## src/rtl/fetch_pc_ctrl_pkg.sv

```systemverilog
`default_nettype none
// ============================================================================
// Module   : fetch_pc_ctrl_pkg
// Purpose  : Shared pipeline definitions for the IF-stage fetch controller:
//            the fetch FSM state encoding, the default PC width and the
//            decode-stage opcode constants used to build branch stimulus.
// Ports    : none (package)
// Options  : FETCH_STATS_EN has no effect on this file.
// Revision : 1.0 - initial release
// ============================================================================
package fetch_pc_ctrl_pkg;

  // Default program-counter width (word index).
  localparam int PC_WIDE_DEF = 7;

  // Fetch sequencer states.
  typedef enum logic [1:0] {
    ST_BOOT = 2'd0,
    ST_RUN  = 2'd1,
    ST_HALT = 2'd2
  } fetch_state_e;

  // Control-transfer opcodes seen by the decode stage.
  localparam logic [5:0] OP_BEQ  = 6'b000100;
  localparam logic [5:0] OP_BNE  = 6'b000101;
  localparam logic [5:0] OP_JUMP = 6'b000010;

endpackage : fetch_pc_ctrl_pkg
`default_nettype wire

```

## src/rtl/fetch_pc_ctrl_if.sv

```systemverilog
`default_nettype none
// ============================================================================
// Module   : fetch_pc_ctrl_if
// Purpose  : Bundles the hazard/branch-resolution inputs and the fetch
//            outputs of fetch_pc_ctrl.
// Signals  : stall, taken, branch_pc, halt_req, resume   (to controller)
//            pc, pc_next, fetch_valid, if_id_flush, halted (from controller)
//            redirect_cnt, bubble_cnt                   (FETCH_STATS_EN only)
// Modports : master - pipeline side driving requests
//            slave  - the fetch controller
// Options  : FETCH_STATS_EN adds the two statistics counters.
// Revision : 1.0 - initial release
// ============================================================================
interface fetch_pc_ctrl_if
  import fetch_pc_ctrl_pkg::*;
#(
  parameter int PC_WIDE = PC_WIDE_DEF
);
  logic               stall;
  logic               taken;
  logic [PC_WIDE-1:0] branch_pc;
  logic               halt_req;
  logic               resume;
  logic [PC_WIDE-1:0] pc;
  logic [PC_WIDE-1:0] pc_next;
  logic               fetch_valid;
  logic               if_id_flush;
  logic               halted;
`ifdef FETCH_STATS_EN
  logic [15:0]        redirect_cnt;
  logic [15:0]        bubble_cnt;

  modport master (
    output stall, taken, branch_pc, halt_req, resume,
    input  pc, pc_next, fetch_valid, if_id_flush, halted,
    input  redirect_cnt, bubble_cnt
  );
  modport slave (
    input  stall, taken, branch_pc, halt_req, resume,
    output pc, pc_next, fetch_valid, if_id_flush, halted,
    output redirect_cnt, bubble_cnt
  );
`else
  modport master (
    output stall, taken, branch_pc, halt_req, resume,
    input  pc, pc_next, fetch_valid, if_id_flush, halted
  );
  modport slave (
    input  stall, taken, branch_pc, halt_req, resume,
    output pc, pc_next, fetch_valid, if_id_flush, halted
  );
`endif
endinterface : fetch_pc_ctrl_if
`default_nettype wire

```

## src/rtl/fetch_pc_ctrl_sat_counter.sv

```systemverilog
`default_nettype none
// ============================================================================
// Module   : sat_counter
// Purpose  : Up-counter that sticks at all-ones instead of wrapping.
// Ports    : clk     - clock, rising edge
//            i_clr   - synchronous clear to zero (wins over i_en)
//            i_en    - count enable
//            o_count - current count
// Options  : none
// Revision : 1.0 - initial release
// ============================================================================
module sat_counter #(
  parameter int WIDTH = 16
) (
  input  wire logic             clk,
  input  wire logic             i_clr,
  input  wire logic             i_en,
  output logic      [WIDTH-1:0] o_count
);

  logic [WIDTH-1:0] count_q;
  logic [WIDTH-1:0] count_d;

  always_comb begin
    count_d = count_q;
    if (i_en && (count_q != '1)) begin
      count_d = count_q + WIDTH'(1);
    end
  end

  always_ff @(posedge clk) begin
    if (i_clr) begin
      count_q <= '0;
    end else begin
      count_q <= count_d;
    end
  end

  assign o_count = count_q;

endmodule : sat_counter
`default_nettype wire

```

## src/rtl/fetch_pc_ctrl.sv

```systemverilog
`default_nettype none
// ============================================================================
// Module   : fetch_pc_ctrl
// Purpose  : IF-stage program-counter owner. Sequences boot, sequential
//            fetch, branch redirect (with IF/ID flush), hazard stall and
//            halt/resume. The PC is a word index, so sequential fetch is +1.
// Ports    : clk - clock, rising edge
//            rst - synchronous reset, active high
//            bus - fetch_pc_ctrl_if.slave (stall, taken, branch_pc,
//                  halt_req, resume in; pc, pc_next, fetch_valid,
//                  if_id_flush, halted out)
// Options  : FETCH_STATS_EN adds saturating redirect_cnt / bubble_cnt.
// Revision : 1.0 - initial release
// ============================================================================
module fetch_pc_ctrl
  import fetch_pc_ctrl_pkg::*;
#(
  parameter int                 PC_WIDE  = PC_WIDE_DEF,
  parameter logic [PC_WIDE-1:0] RESET_PC = '0
) (
  input wire logic        clk,
  input wire logic        rst,
  fetch_pc_ctrl_if.slave  bus
);

  localparam logic [PC_WIDE-1:0] C_PC_ONE = PC_WIDE'(1);
  localparam logic [PC_WIDE-1:0] C_PC_TWO = PC_WIDE'(2);

  fetch_state_e       state_q, state_d;
  logic [PC_WIDE-1:0] pc_q, pc_d;
  logic [PC_WIDE-1:0] pc_next_q, pc_next_d;
  logic               fetch_valid_q, fetch_valid_d;
  logic               halted_q, halted_d;
  logic               flush_raw;

  always_ff @(posedge clk) begin
    if (rst) begin
      state_q       <= ST_BOOT;
      pc_q          <= RESET_PC;
      pc_next_q     <= RESET_PC + C_PC_ONE;
      fetch_valid_q <= 1'b0;
      halted_q      <= 1'b0;
    end else begin
      state_q       <= state_d;
      pc_q          <= pc_d;
      pc_next_q     <= pc_next_d;
      fetch_valid_q <= fetch_valid_d;
      halted_q      <= halted_d;
    end
  end

  always_comb begin
    state_d       = state_q;
    pc_d          = pc_q;
    pc_next_d     = pc_next_q;
    fetch_valid_d = fetch_valid_q;
    halted_d      = halted_q;
    flush_raw     = 1'b0;

    unique case (state_q)
      // One dead cycle after reset: the word at RESET_PC is fetched but not
      // yet marked valid; all requests are ignored here.
      ST_BOOT: begin
        state_d       = ST_RUN;
        fetch_valid_d = 1'b1;
      end

      ST_RUN: begin
        if (bus.taken) begin
          // Redirect beats stall: the branch is already resolved, and the
          // word entering IF/ID this cycle is the wrong path.
          pc_d          = bus.branch_pc;
          pc_next_d     = bus.branch_pc + C_PC_ONE;
          fetch_valid_d = 1'b1;
          flush_raw     = 1'b1;
        end else if (!bus.stall) begin
          pc_d          = pc_q + C_PC_ONE;
          pc_next_d     = pc_q + C_PC_TWO;
          fetch_valid_d = 1'b1;
        end
        // The step above still lands on the halting edge.
        if (bus.halt_req) begin
          state_d       = ST_HALT;
          halted_d      = 1'b1;
          fetch_valid_d = 1'b0;
        end
      end

      ST_HALT: begin
        flush_raw     = 1'b1;
        fetch_valid_d = 1'b0;
        // A simultaneous halt_req has no effect here, so resume wins.
        if (bus.resume) begin
          state_d       = ST_RUN;
          halted_d      = 1'b0;
          fetch_valid_d = 1'b1;
        end
      end

      default: begin
        state_d = ST_BOOT;
      end
    endcase
  end

  assign bus.pc          = pc_q;
  assign bus.pc_next     = pc_next_q;
  assign bus.fetch_valid = fetch_valid_q;
  assign bus.halted      = halted_q;
  assign bus.if_id_flush = flush_raw & ~rst;

`ifdef FETCH_STATS_EN
  logic redirect_en;
  logic bubble_en;

  assign redirect_en = (state_q == ST_RUN) && bus.taken;
  // A stalled redirect cycle is one bubble, not two.
  assign bubble_en   = (flush_raw & ~rst) || ((state_q == ST_RUN) && bus.stall);

  sat_counter #(
    .WIDTH (16)
  ) u_redirect_cnt (
    .clk     (clk),
    .i_clr   (rst),
    .i_en    (redirect_en),
    .o_count (bus.redirect_cnt)
  );

  sat_counter #(
    .WIDTH (16)
  ) u_bubble_cnt (
    .clk     (clk),
    .i_clr   (rst),
    .i_en    (bubble_en),
    .o_count (bus.bubble_cnt)
  );
`endif

endmodule : fetch_pc_ctrl
`default_nettype wire

```

## src/flat_wrapper.sv

```systemverilog
// flat-port wrapper written by rule: the top's interface ports become plain ports
module fetch_pc_ctrl_flat import fetch_pc_ctrl_pkg::*;
#(
  parameter int                 PC_WIDE  = PC_WIDE_DEF,
  parameter logic [PC_WIDE-1:0] RESET_PC = '0
)
  (clk, rst, bus_stall, bus_taken, bus_branch_pc, bus_halt_req, bus_resume, bus_pc, bus_pc_next, bus_fetch_valid, bus_if_id_flush, bus_halted);
  fetch_pc_ctrl_if #(.PC_WIDE(PC_WIDE)) bus_i ();
  input wire logic clk;
  input wire logic rst;
  input wire logic [$bits(bus_i.stall)-1:0] bus_stall;
  input wire logic [$bits(bus_i.taken)-1:0] bus_taken;
  input wire logic [$bits(bus_i.branch_pc)-1:0] bus_branch_pc;
  input wire logic [$bits(bus_i.halt_req)-1:0] bus_halt_req;
  input wire logic [$bits(bus_i.resume)-1:0] bus_resume;
  output wire logic [$bits(bus_i.pc)-1:0] bus_pc;
  output wire logic [$bits(bus_i.pc_next)-1:0] bus_pc_next;
  output wire logic [$bits(bus_i.fetch_valid)-1:0] bus_fetch_valid;
  output wire logic [$bits(bus_i.if_id_flush)-1:0] bus_if_id_flush;
  output wire logic [$bits(bus_i.halted)-1:0] bus_halted;
  assign bus_i.stall = bus_stall;
  assign bus_i.taken = bus_taken;
  assign bus_i.branch_pc = bus_branch_pc;
  assign bus_i.halt_req = bus_halt_req;
  assign bus_i.resume = bus_resume;
  assign bus_pc = bus_i.pc;
  assign bus_pc_next = bus_i.pc_next;
  assign bus_fetch_valid = bus_i.fetch_valid;
  assign bus_if_id_flush = bus_i.if_id_flush;
  assign bus_halted = bus_i.halted;
  fetch_pc_ctrl #(.PC_WIDE(PC_WIDE), .RESET_PC(RESET_PC)) u_core (.clk(clk), .rst(rst), .bus(bus_i));
endmodule
```

## config.mk

```make
export PLATFORM = sky130hd
export DESIGN_NAME = fetch_pc_ctrl_flat
export DESIGN_NICKNAME = d
export VERILOG_FILES = /design/src/rtl/fetch_pc_ctrl_pkg.sv /design/src/rtl/fetch_pc_ctrl_if.sv /design/src/rtl/fetch_pc_ctrl_sat_counter.sv /design/src/rtl/fetch_pc_ctrl.sv /design/src/flat_wrapper.sv
export SDC_FILE = /design/constraint.sdc
export NUM_CORES = 1
export LEC_CHECK = 0
export CAP_MARGIN = 10
export CELL_PAD_IN_SITES_DETAIL_PLACEMENT = 0
export CELL_PAD_IN_SITES_GLOBAL_PLACEMENT = 1
export CORE_MARGIN = 2
export CORE_UTILIZATION = 30
export CTS_CLUSTER_SIZE = 20
export DETAILED_ROUTE_END_ITERATION = 8
export HOLD_SLACK_MARGIN = 0.15
export PLACE_DENSITY = 0.78
export REMOVE_ABC_BUFFERS = 1
export SLEW_MARGIN = 15
export SYNTH_ARGS = -nofsm -noshare
export SYNTH_HDL_FRONTEND = slang
export SYNTH_HIERARCHICAL = 1
export SYNTH_SLANG_ARGS = --single-unit
```

## constraint.sdc

```tcl
create_clock -name clk -period 2.6 [get_ports clk]
set_clock_uncertainty 0.2 [all_clocks]
set_input_delay 0.65 -clock clk [delete_from_list [all_inputs] [get_ports clk]]
set_output_delay 0.65 -clock clk [all_outputs]
set_load 0.02 [all_outputs]
```

==> flow_summary.ini <==
[final_layout]
insertedDiodeCount = 0
layout.nets = 205
syn_to_final_growth_pct = 35.0
final_core_util = 0.416
n_fill_cell = 397
drive_above_1_share = 0.132

[detailed_routing]
dr.pass1.iters = 4
viasPerCell = 5.11
ant_nets = 0
wl_um = 3150
dr.first_iter.drc_count = 99
dr_total_vias = 1185
post_drt_wl_per_cell_um = 13.6
drc = 0

[clocking]
clkSinkCount = 18
holdBufCountCts = 0
post-cts-setup-buffer-count = 0
clockBufferDepth = 2
cts_tree = yes
cts_made_buffers = 3
clk_pin_slew_ns = 0.07
cts.htree.levels = 1
clockRootBuffer = clkbuf_8
clock_latency_ns = 0.26

[logic_synthesis]
synth_top_family_by_area = simple AND/OR/NAND/NOR gates
ys_warn_count = 6
syn_avg_cell_area_sq_um = 8.27
synth_top_area_share = 0.296
netlist_area_sq_um = 1220
synthXorXnorAreaFrac = 0.0432
yosysTopAreaCell = dfxtp_1
syn_inst = 147
async_flop_share = 0
synth.top_cells.by_area = dfxtp_1 30%, ha_1 9.3%, nand2_1 4.9%, nor2_1 4.9%, a21oi_1 4.1%
synth_mux_area_frac = 0.0329
synth.distinct_cells = 40
yosys.area_share.simple = 0.254
seq_area_frac_synth = 0.296
synth_compound_area_frac = 0.222
ys_seq_elements = 18
synth_ff_type = dfxtp_1
synth-adder-area-share = 0.0926
yosys-top-cells-count = 18 x dfxtp_1, 16 x nand2_1, 16 x nor2_1
synth_edf_count = 0
yosys.cell_count.top_type = dfxtp_1

[power_and_ir_drop]
switching_power_uw = 473
p_sw_frac = 0.386
finalPower_uw = 1220
max-vdd-ir-drop_v = 0.000336
power.leakage_uw = 0.000645
p_per_area_nw_per_um2 = 746
pwr-share-seq = 0.337
power_frac_clock = 0.192
intPower_uw = 751
comb_power_share = 0.471

[placed_design]
port-buffer-count = 29
hpwl_um = 2300
gp_congestion = 0.772
post-place-ws_ns = -0.340

[sta]
setup_ws_ns = 0.109
slew_violations = 0
slew_headroom = 0.793
setup_viol = 0
layout_min_cycle_time_ns = 2.49
fmax_ghz = 0.401
rsz0062_at_grt = false
final-hold-violation-count = 0
worst_pin_slew_ns = 0.311
min_period_over_period = 0.958

[worst_setup_path]
worst-setup-path-type = input port to output pin
arrival_ns = 1.64
cp_max_fo = 2
crit_path_start_kind = input port
worstPathRequired_ns = 1.75
cp-end-kind = output pin

[grt]
grt_max_degree = 33
track_usage = 0.147
grt_pass1_wl_um = 5080
grt_pass1_vias = 1105
overflow = 0
antenna_found_initial = 0

[floorplan]
rows = 23
die_y_um = 67.7
pin_count = 30
die_area_sq_um = 4580
start_util = 0.308
core_sq_um = 3940
die_w_um = 67.7

[status]
outcome = finished, final reports clean

[worst_hold_path]
hold_path_class = register to register

[job]
max_cap_violations = 0
-- routing by layer --
metal	routed length (um)	GRT usage	vias to the layer above
li1	-	-	601
met2	1400	0.232	28
met1	1540	0.201	552
met4	36	0.0536	0
met3	176	0.0233	4
met5	0	0	-
-- area by class of cell --
class	instances	area, sq um	share of cell area
Clock buffer	4	55.1	0.0335
Inverter	4	15.0	0.00915
Multi-Input combinational cell	117	788	0.480
Sequential cell	18	360	0.220
Tap cell	50	62.6	0.0381
Timing Repair Buffer	39	360	0.220
-- final timing paths --
| kind | to | depth (start not counted) | from | slack [ns] |
|---|---|---|---|---|
| worst max register to register | u_core/bus.pc[6] | 6 | u_core/state_q[1] | 0.84 |
| worst min-delay path | u_core/bus.pc_next[2] | 2 | u_core/bus.pc_next[2] | 0.27 |
| worst min register to register | u_core/bus.pc_next[2] | 2 | u_core/bus.pc_next[2] | 0.27 |
| worst max-delay path | bus_if_id_flush | 4 | bus_taken | 0.11 |
-- metrics by stage --
stage	TNS, ns	cells	hold WS, ns	instance area [sq um]
5_1_grt	0	232	0.291	1640
3_3_place_gp	-1.15	228	0.246	1590
4_1_cts	0	232	0.271	1640
6_report	0	232	0.270	1640
2_1_floorplan	0	139	0.324	1160
3_5_place_dp	-1.64	228	0.260	1590
-- power by group through the flow --
stage	sequential, uW	combinational [uW]	clock, uW
2_1_floorplan	478	256	0
3_3_place_gp	416	564	0
3_5_place_dp	418	574	0
4_1_cts	412	578	242
5_1_grt	427	635	251
6_report	412	577	235
-- flip-flops by register name, indices dropped and copies added (netlist names) --
signal / count
u_core/bus.halted: 1
u_core/bus.pc_next: 7
u_core/bus.pc: 7
u_core/state_q: 2
u_core/bus.fetch_valid: 1
-- cell usage in the layout, fill, tap and decap left out, types with 2 or more instances in the layout --
master           count
dfxtp_1             18
ha_1                 9
nor3_1               4
a21oi_1             10
or3_1                2
a22oi_1              2
mux2i_1              4
nor3b_1              2
o41ai_2              2
o21ai_0              6
inv_1                4
nand2b_1             2
a211oi_1             2
buf_4               10
o211ai_1             3
clkdlybuf4s50_1     28
a311oi_1             2
o41ai_1              2
nand3_1              6
clkbuf_8             4
nand2_1             15
nand3b_1             4
xor2_1               2
xnor2_1              4
nor2_1              16
nor2b_1              3
-- worst max-delay path, stage by stage --
cell and delay, ns:
clkdlybuf4s50_1 0.54, a21oi_1 0.09, nor3b_1 0.17, buf_2 0.20
-- timing repair --
| item | CTS | global route |
|---|---|---|
| setup endpoints to repair | 1 | 4 |
| cloned | 0 | 0 |
| gates resized for setup | 5 | 2 |
-- cell families after synthesis --
family | count (synthesis)
AOI/OAI and AO/OA | 37
buffers and inverters | 12
xor gates and xnor gates | 6
muxes | 4
DFF | 18
and+or+nand+nor | 61
adders and majority gates | 9
Note: power is estimated with default switching activity, not from simulation.
